<file path="src/rtl/mem_arb_pkg.sv">
// Shared types and constants for the unified-memory arbiter.
package mem_arb_pkg;

  localparam int ADDR_W = 8;
  localparam int DATA_W = 8;

  localparam logic PORT_IF = 1'b0;
  localparam logic PORT_DM = 1'b1;

  typedef enum logic [1:0] {
    IDLE  = 2'd0,
    ISSUE = 2'd1,
    WAIT  = 2'd2,
    RESP  = 2'd3
  } state_t;

endpackage

</file>
<file path="src/rtl/mem_arbiter_rr_arb2.sv">
// Two-way round-robin arbiter, purely combinational.
// grant[0] = IF, grant[1] = DM; on a tie the port that did not win last time gets it.
module rr_arb2
  import mem_arb_pkg::*;
(
  input  logic       req_if,
  input  logic       req_dm,
  input  logic       last_grant,
  output logic [1:0] grant
);

  // one-hot grant selection
  always_comb begin
    grant = 2'b00;
    if (req_if && req_dm) begin
      grant = (last_grant == PORT_IF) ? 2'b10 : 2'b01;
    end else if (req_if) begin
      grant = 2'b01;
    end else if (req_dm) begin
      grant = 2'b10;
    end
  end

endmodule

</file>
<file path="src/rtl/mem_arbiter.sv">
// Shares one single-port 256x8 memory between instruction fetch and data access.
// One access every four cycles: accept (IDLE), strobe (ISSUE), capture (WAIT), respond (RESP).
//
// state | meaning
// IDLE  | ready offered to the arbitration winner; accept latches the request
// ISSUE | memory strobe driven from the latched request
// WAIT  | read data (or 0 for writes) captured into rsp_data
// RESP  | one-cycle response pulse to the granted port
module mem_arbiter
  import mem_arb_pkg::*;
(
  input  logic              clk,
  input  logic              reset,
  input  logic              if_req_valid,
  input  logic [ADDR_W-1:0] if_req_addr,
  output logic              if_req_ready,
  output logic              if_rsp_valid,
  input  logic              dm_req_valid,
  input  logic              dm_req_we,
  input  logic [ADDR_W-1:0] dm_req_addr,
  input  logic [DATA_W-1:0] dm_req_wdata,
  output logic              dm_req_ready,
  output logic              dm_rsp_valid,
  output logic [DATA_W-1:0] rsp_data,
  output logic              mem_en,
  output logic              mem_we,
  output logic [ADDR_W-1:0] mem_addr,
  output logic [DATA_W-1:0] mem_wdata,
  input  logic [DATA_W-1:0] mem_rdata
);

  state_t            state;
  logic              last_grant;
  logic              req_port;
  logic              req_we;
  logic [1:0]        grant;
  logic              accept;
  logic              nxt_port;
  logic              nxt_we;
  logic [ADDR_W-1:0] nxt_addr;
  logic [DATA_W-1:0] nxt_wdata;

  rr_arb2 u_rr_arb2 (
    .req_if     (if_req_valid),
    .req_dm     (dm_req_valid),
    .last_grant (last_grant),
    .grant      (grant)
  );

  // ready only in IDLE and never while reset is held
  assign if_req_ready = !reset && (state == IDLE) && grant[0];
  assign dm_req_ready = !reset && (state == IDLE) && grant[1];
  assign accept       = (if_req_valid && if_req_ready) || (dm_req_valid && dm_req_ready);

  // select the fields of the winning request; fetches are always reads with no data
  always_comb begin
    nxt_port  = PORT_IF;
    nxt_we    = 1'b0;
    nxt_addr  = if_req_addr;
    nxt_wdata = '0;
    if (grant[1]) begin
      nxt_port  = PORT_DM;
      nxt_we    = dm_req_we;
      nxt_addr  = dm_req_addr;
      nxt_wdata = dm_req_wdata;
    end
  end

  // sequencing FSM plus the port id / direction of the in-flight request
  always_ff @(posedge clk) begin
    if (reset) begin
      state      <= IDLE;
      last_grant <= PORT_IF;
      req_port   <= PORT_IF;
      req_we     <= 1'b0;
    end else begin
      case (state)
        IDLE: begin
          if (accept) begin
            req_port   <= nxt_port;
            req_we     <= nxt_we;
            last_grant <= nxt_port;
            state      <= ISSUE;
          end
        end
        ISSUE:   state <= WAIT;
        WAIT:    state <= RESP;
        RESP:    state <= IDLE;
        default: state <= IDLE;
      endcase
    end
  end

  // memory port registers: loaded on accept so they are live exactly in ISSUE,
  // and they hold the latched address/data for that cycle
  always_ff @(posedge clk) begin
    if (reset) begin
      mem_en    <= 1'b0;
      mem_we    <= 1'b0;
      mem_addr  <= '0;
      mem_wdata <= '0;
    end else begin
      mem_en    <= 1'b0;
      mem_we    <= 1'b0;
      mem_addr  <= '0;
      mem_wdata <= '0;
      if (state == IDLE && accept) begin
        mem_en    <= 1'b1;
        mem_we    <= nxt_we;
        mem_addr  <= nxt_addr;
        mem_wdata <= nxt_wdata;
      end
    end
  end

  // capture read data in WAIT and raise the one-cycle response for RESP
  always_ff @(posedge clk) begin
    if (reset) begin
      rsp_data     <= '0;
      if_rsp_valid <= 1'b0;
      dm_rsp_valid <= 1'b0;
    end else begin
      if_rsp_valid <= 1'b0;
      dm_rsp_valid <= 1'b0;
      if (state == WAIT) begin
        rsp_data     <= req_we ? '0 : mem_rdata;
        if_rsp_valid <= (req_port == PORT_IF);
        dm_rsp_valid <= (req_port == PORT_DM);
      end
    end
  end

endmodule

</file>
<file path="config.mk">
export PLATFORM = sky130hd
export DESIGN_NAME = mem_arbiter
export DESIGN_NICKNAME = d
export VERILOG_FILES = /design/src/rtl/mem_arb_pkg.sv /design/src/rtl/mem_arbiter_rr_arb2.sv /design/src/rtl/mem_arbiter.sv
export SDC_FILE = /design/constraint.sdc
export NUM_CORES = 1
export LEC_CHECK = 0
export ABC_AREA = 1
export CAP_MARGIN = 20
export CORE_MARGIN = 4
export CORE_UTILIZATION = 40
export CTS_CLUSTER_SIZE = 8
export DETAILED_ROUTE_END_ITERATION = 7
export GPL_TIMING_DRIVEN = 0
export PLACE_DENSITY = 0.83
export SLEW_MARGIN = 40
export SYNTH_ARGS = -nofsm -noshare
export SYNTH_HDL_FRONTEND = slang
export SYNTH_HIERARCHICAL = 1
export SYNTH_SLANG_ARGS = --single-unit
</file>
<file path="constraint.sdc">
create_clock -name clk -period 2.7 [get_ports clk]
set_input_delay 0.54 -clock clk [delete_from_list [all_inputs] [get_ports clk]]
set_output_delay 0.54 -clock clk [all_outputs]
set_load 0.01 [all_outputs]
</file>
Word-level counts from Yosys, hierarchy flattened

Cells that the tools add are included.

Output and inout port bits: 30
Bits in registers: 32
Input bits: 37
Word-level logic and storage cells: 43

Reductions and logical operators: 14
Multiplexer cells: 11
Eq/ne operators: 4
Bitwise logic cells: 4

Operators by type and width:

| cell                                           | number |
|---|---|
| 2-to-1 mux 8 bit                               | 2 |
| 2-to-1 mux 2 bit                               | 5 |
| one-hot mux 2 bit (4 select lines)             | 1 |
| logical AND 1 bit                              | 7 |
| == test 2 bit (second input constant)          | 2 |
| inverter 1 bit                                 | 4 |
| OR reduction 2 bit                             | 2 |
| 2-to-1 mux 1 bit                               | 3 |
| OR reduction 3 bit                             | 1 |
| == test 2 x 1 -> 1 bit (second input constant) | 1 |
| zero test 2 bit                                | 1 |
| != test 2 bit (second input constant)          | 1 |
| AND reduction 2 bit                            | 1 |
| zero test 1 bit                                | 1 |
| logical OR 1 bit                               | 1 |

Logic depth before layout (Yosys ltp)

Depth in word-level cells: 9
Gate-level depth with buffers: 8
Gate-level depth less buffers: 8

Cells and area by module

The synthesis kept the hierarchy.

By module, submodules not included:

| module      | cells each | times used | area an instance (sq um) | sequential area each (sq um) |
|---|---|---|---|---|
| mem_arbiter | 139        | 1          | 1189.9                   | 640.6 |
| rr_arb2     | 5          | 1          | 21.3                     | 0.0 |

Least setup slack after synthesis

Ideal clock, no wire load.

Kind: input to output
Start point: input dm_req_valid
End point: output dm_req_ready
Slack: 0.764 ns
Required time: 2.160 ns
Stages: 5
Buffers on the path: 1
Data arrival time: 1.396 ns
Cell sequence: inv_1 -> a21oi_1 -> buf_4 -> clkinv_1 -> nor2_1

Word-level cells in the longest chain between the ends: 4
Elaborated cells on any way between the ends: 5
Classes of those cells: mux (3); reduce/logical (2)

Ends and longest elaborated chain:

| item                  | line                      | text |
|---|---|---|
| start: declaration    | mem_arbiter.sv:18         | `input logic dm_req_valid,` |
| 2-to-1 mux 2 bit      | mem_arbiter_rr_arb2.sv:19 | `end else if (req_dm) begin` |
| 2-to-1 mux 2 bit      | mem_arbiter_rr_arb2.sv:17 | `end else if (req_if) begin` |
| 2-to-1 mux 2 bit (*)  | mem_arbiter_rr_arb2.sv:15 | `if (req_if && req_dm) begin` |
| net grant[1]          | mem_arbiter.sv:36         | `logic [1:0] grant;` |
| logical AND 1 bit (*) | mem_arbiter.sv:52         | `assign dm_req_ready = !reset && (state == IDLE) && grant[1];` |
| end: declaration      | mem_arbiter.sv:22         | `output logic dm_req_ready,` |

Mark *: on every way through the listed nets, which the timed path passes. The rest lies on a longest branch.

Worst setup path in the final report

Start point: register state[1]
End point: output if_req_ready

Word-level cells in the longest chain between the ends: 3

Ends and longest elaborated chain:

| item                           | line              | text |
|---|---|---|
| start: declaration             | mem_arbiter.sv:32 | `state_t state;` |
| start signal: assignment       | mem_arbiter.sv:72 | `state <= IDLE;` |
| start signal: assignment       | mem_arbiter.sv:83 | `state <= ISSUE;` |
| start signal: assignment       | mem_arbiter.sv:86 | `ISSUE: state <= WAIT;` |
| zero test 2 bit                | mem_arbiter.sv:51 | `assign if_req_ready = !reset && (state == IDLE) && grant[0];` |
| logical AND 1 bit (2 in a row) | mem_arbiter.sv:51 |  |
| end: declaration               | mem_arbiter.sv:16 | `output logic if_req_ready,` |

Every way passes these cells.

==> impl_metrics.ini <==
[run_status]
status = completed

[global_routing]
antenna_found_initial = 0
grt-ovfl-total = 0
grt_max_degree = 11
grt_pass1_wl_mm = 5.25
globalRouteTotalUtil_pct = 16.9
grt_pass1_vias = 1152

[place]
gp_congestion = 0.674
io_buffers = 65
placed_area_sq_mm = 0.00190
hpwlAfterDp_mm = 2.34
dp_cells = 240

[route]
detail_route.iter0.violations = 44
drcViolationCount = 0
routed_wl_mm = 3.05
vias = 1158
routed_via_density = 4.65
ant_nets = 0
wl_per_cell_microns = 12.3
firstDrtPassIters = 4

[worst_setup_path]
end_kind = primary output
arrival_ns = 1.87
r2r_cells = 7
rr_startpoint = state[1]
cp_max_fo = 6
r2r_slack_ns = 1.25
r2r-end = req_we
critPathKind = flip-flop to primary output
critPathRequiredTime_ns = 2.16
cp-start-kind = flip-flop

[synthesis]
postSynthCellCount = 144
ys_ff_latch = 32
syn_nets = 184
syn-mean-instance-area_sq_um = 8.41
ys_seq_area_share_pct = 52.9
ys.warnings.count = 6
syn-cell-area_sq_mm = 0.00121
synth_cell_types = 21

[clocking]
holdBufCountCts = 0
root_buffer = clkbuf_4
cts_buffers = 5
cts_tree = built
clock-sinks = 32
clk-insertion-delay-late_ns = 0.33
htreeDepth = 2
clk_pin_slew_ns = 0.10
clockBufferDepth = 2

[final_layout]
final_util_pct = 70.1
fillerInstances = 237
antenna_cells = 0
area_delta_synth_final_pct = 63.6
drive_above_1_share_pct = 13.3
fin_cells = 249
final_common_cell = clkdlybuf4s50_1
fin_area_sq_mm = 0.00198
final_cell_mix = clkdlybuf4s50_1, nand2_1, dfxtp_1, inv_1, a21oi_1
nets = 257

[floorplanning]
start_util_pct = 42.8
die_w_microns = 63.0
core_sq_mm = 0.00283
num_rows = 19
die_h_microns = 63.0
num_io_pins = 67
die-area_sq_mm = 0.00397

[timing]
drv_slew = 0
hold_viol = 0
fmax_mhz = 415
rsz0062_at_grt = false
final_min_period_over_clock_period_pct = 89.2
setup_viol = 0
skew_ns = 0.00904
min_period_ns = 2.41
tightest_slew_ns = 0.462
max_slew_margin_pct = 69.1

[hold_path]
hold_path_class = input pin to flip-flop
hold_path_end = rsp_data[3]
hold_depth = 2
hold_start = reset

[power_and_ir_drop]
p_seq_share_pct = 43.0
p_sw_share_pct = 32.8
power_frac_clock_pct = 21.5
internal_power_mw = 0.872
cellPowerDensity_mw_per_mm2 = 655
power.leakage_nw = 0.852
p_switching_mw = 0.426
pwr-share-comb_pct = 35.5
peakVddDrop_mv = 0.371

[run]
cap_violations = 0
## layer usage
metal	global-route usage, %	part of all wire [%]	vias to the layer above	wire length, microns
met3	8.81	11	8	336
met4	7.16	1.5	0	47
met1	16.5	36	514	1110
li1	-	-	586	-
met5	0	0	-	0
met2	29.6	51	50	1560
## synthesized netlist by cell type, drive strengths merged
library cell  count  share of area, %
a21oi            17               7.0
buf               3               2.2
clkbuf            1              0.31
clkinv            1              0.31
dfxtp            32                53
ha                3               3.1
inv              19               6.1
nand2            42                14
nand3             3               1.2
nand4             4               4.5
nor2             16               7.2
nor3              1              0.41
o21ai             2              0.83
## sequential cells by signal (all words and copies together), names as in the netlist, 2 cells and up
register   cells
rsp_data       8
mem_wdata      8
mem_addr       8
state          2
## what timing repair did
item                                    CTS  global route
resized for setup                         4             2
hold endpoints to repair                  0             0
endpoints found under the setup margin    1             2
buffers inserted                          1             0
## kinds of logic (layout without fill, tap and decap cells)
logic type | after synthesis | count (layout) | share of synthesized area [%]
adder cells (fa/ha/maj) | 3 | 3 | 3.10
AND/OR/NAND/NOR | 66 | 66 | 27.3
flip-flops | 32 | 32 | 52.9
AO/OA/AOI/OAI | 19 | 19 | 7.85
buffers and inverters | 24 | 98 | 8.88
## power groups by stage
stage          logic [mW]  clock network [mW]  registers (mW)
5_1_grt             0.519               0.318           0.567
3_3_place_gp        0.433                   0           0.564
3_5_place_dp        0.463                   0           0.568
2_1_floorplan       0.239                   0           0.585
6_report            0.460               0.279           0.558
4_1_cts             0.466               0.289           0.558
## how the worst max path moves through the flow
stage / end / cells after the start / slack (ns) / start
2_1_floorplan: dm_req_ready / 5 / 0.76 / dm_req_valid
3_3_place_gp: dm_req_ready / 7 / -0.41 / dm_req_valid
3_5_place_dp: dm_req_ready / 7 / -0.52 / dm_req_valid
4_1_cts: dm_req_ready / 7 / 0.09 / dm_req_valid
5_1_grt: if_req_ready / 5 / 0.10 / state[0]
6_report: if_req_ready / 5 / 0.29 / state[1]
## through the flow
stage                     TNS (ns)  power, mW  hold slack [ns]  setup slack, ns
after floorplan                  0      0.824            0.448            0.764
after global placement      -0.413      0.997            0.451           -0.413
after detailed placement    -0.516       1.03            0.459           -0.516
after CTS                        0       1.31            0.450           0.0881
after global routing             0       1.40            0.444            0.103
final                            0       1.30            0.464            0.292
## layout make-up
class / instances / area, sq um / area share, %
Buffer: 4 / 33.8 / 1.70
Inverter: 20 / 78.8 / 3.98
Tap cell: 31 / 38.8 / 1.96
Multi-Input combinational cell: 88 / 467 / 23.5
Timing Repair Buffer: 66 / 662 / 33.4
Sequential cell: 32 / 641 / 32.3
Clock buffer: 6 / 51.3 / 2.59
Clock inverter: 2 / 10.0 / 0.505
## critical path: stages, from the launching register on
cell and delay, ns:
dfxtp_1 0.33, inv_1 0.10, ha_1 0.35, nand2_1 0.11, nor2_1 0.10, clkdlybuf4s50_1 0.54
Note: power is estimated with default switching activity, not from simulation.
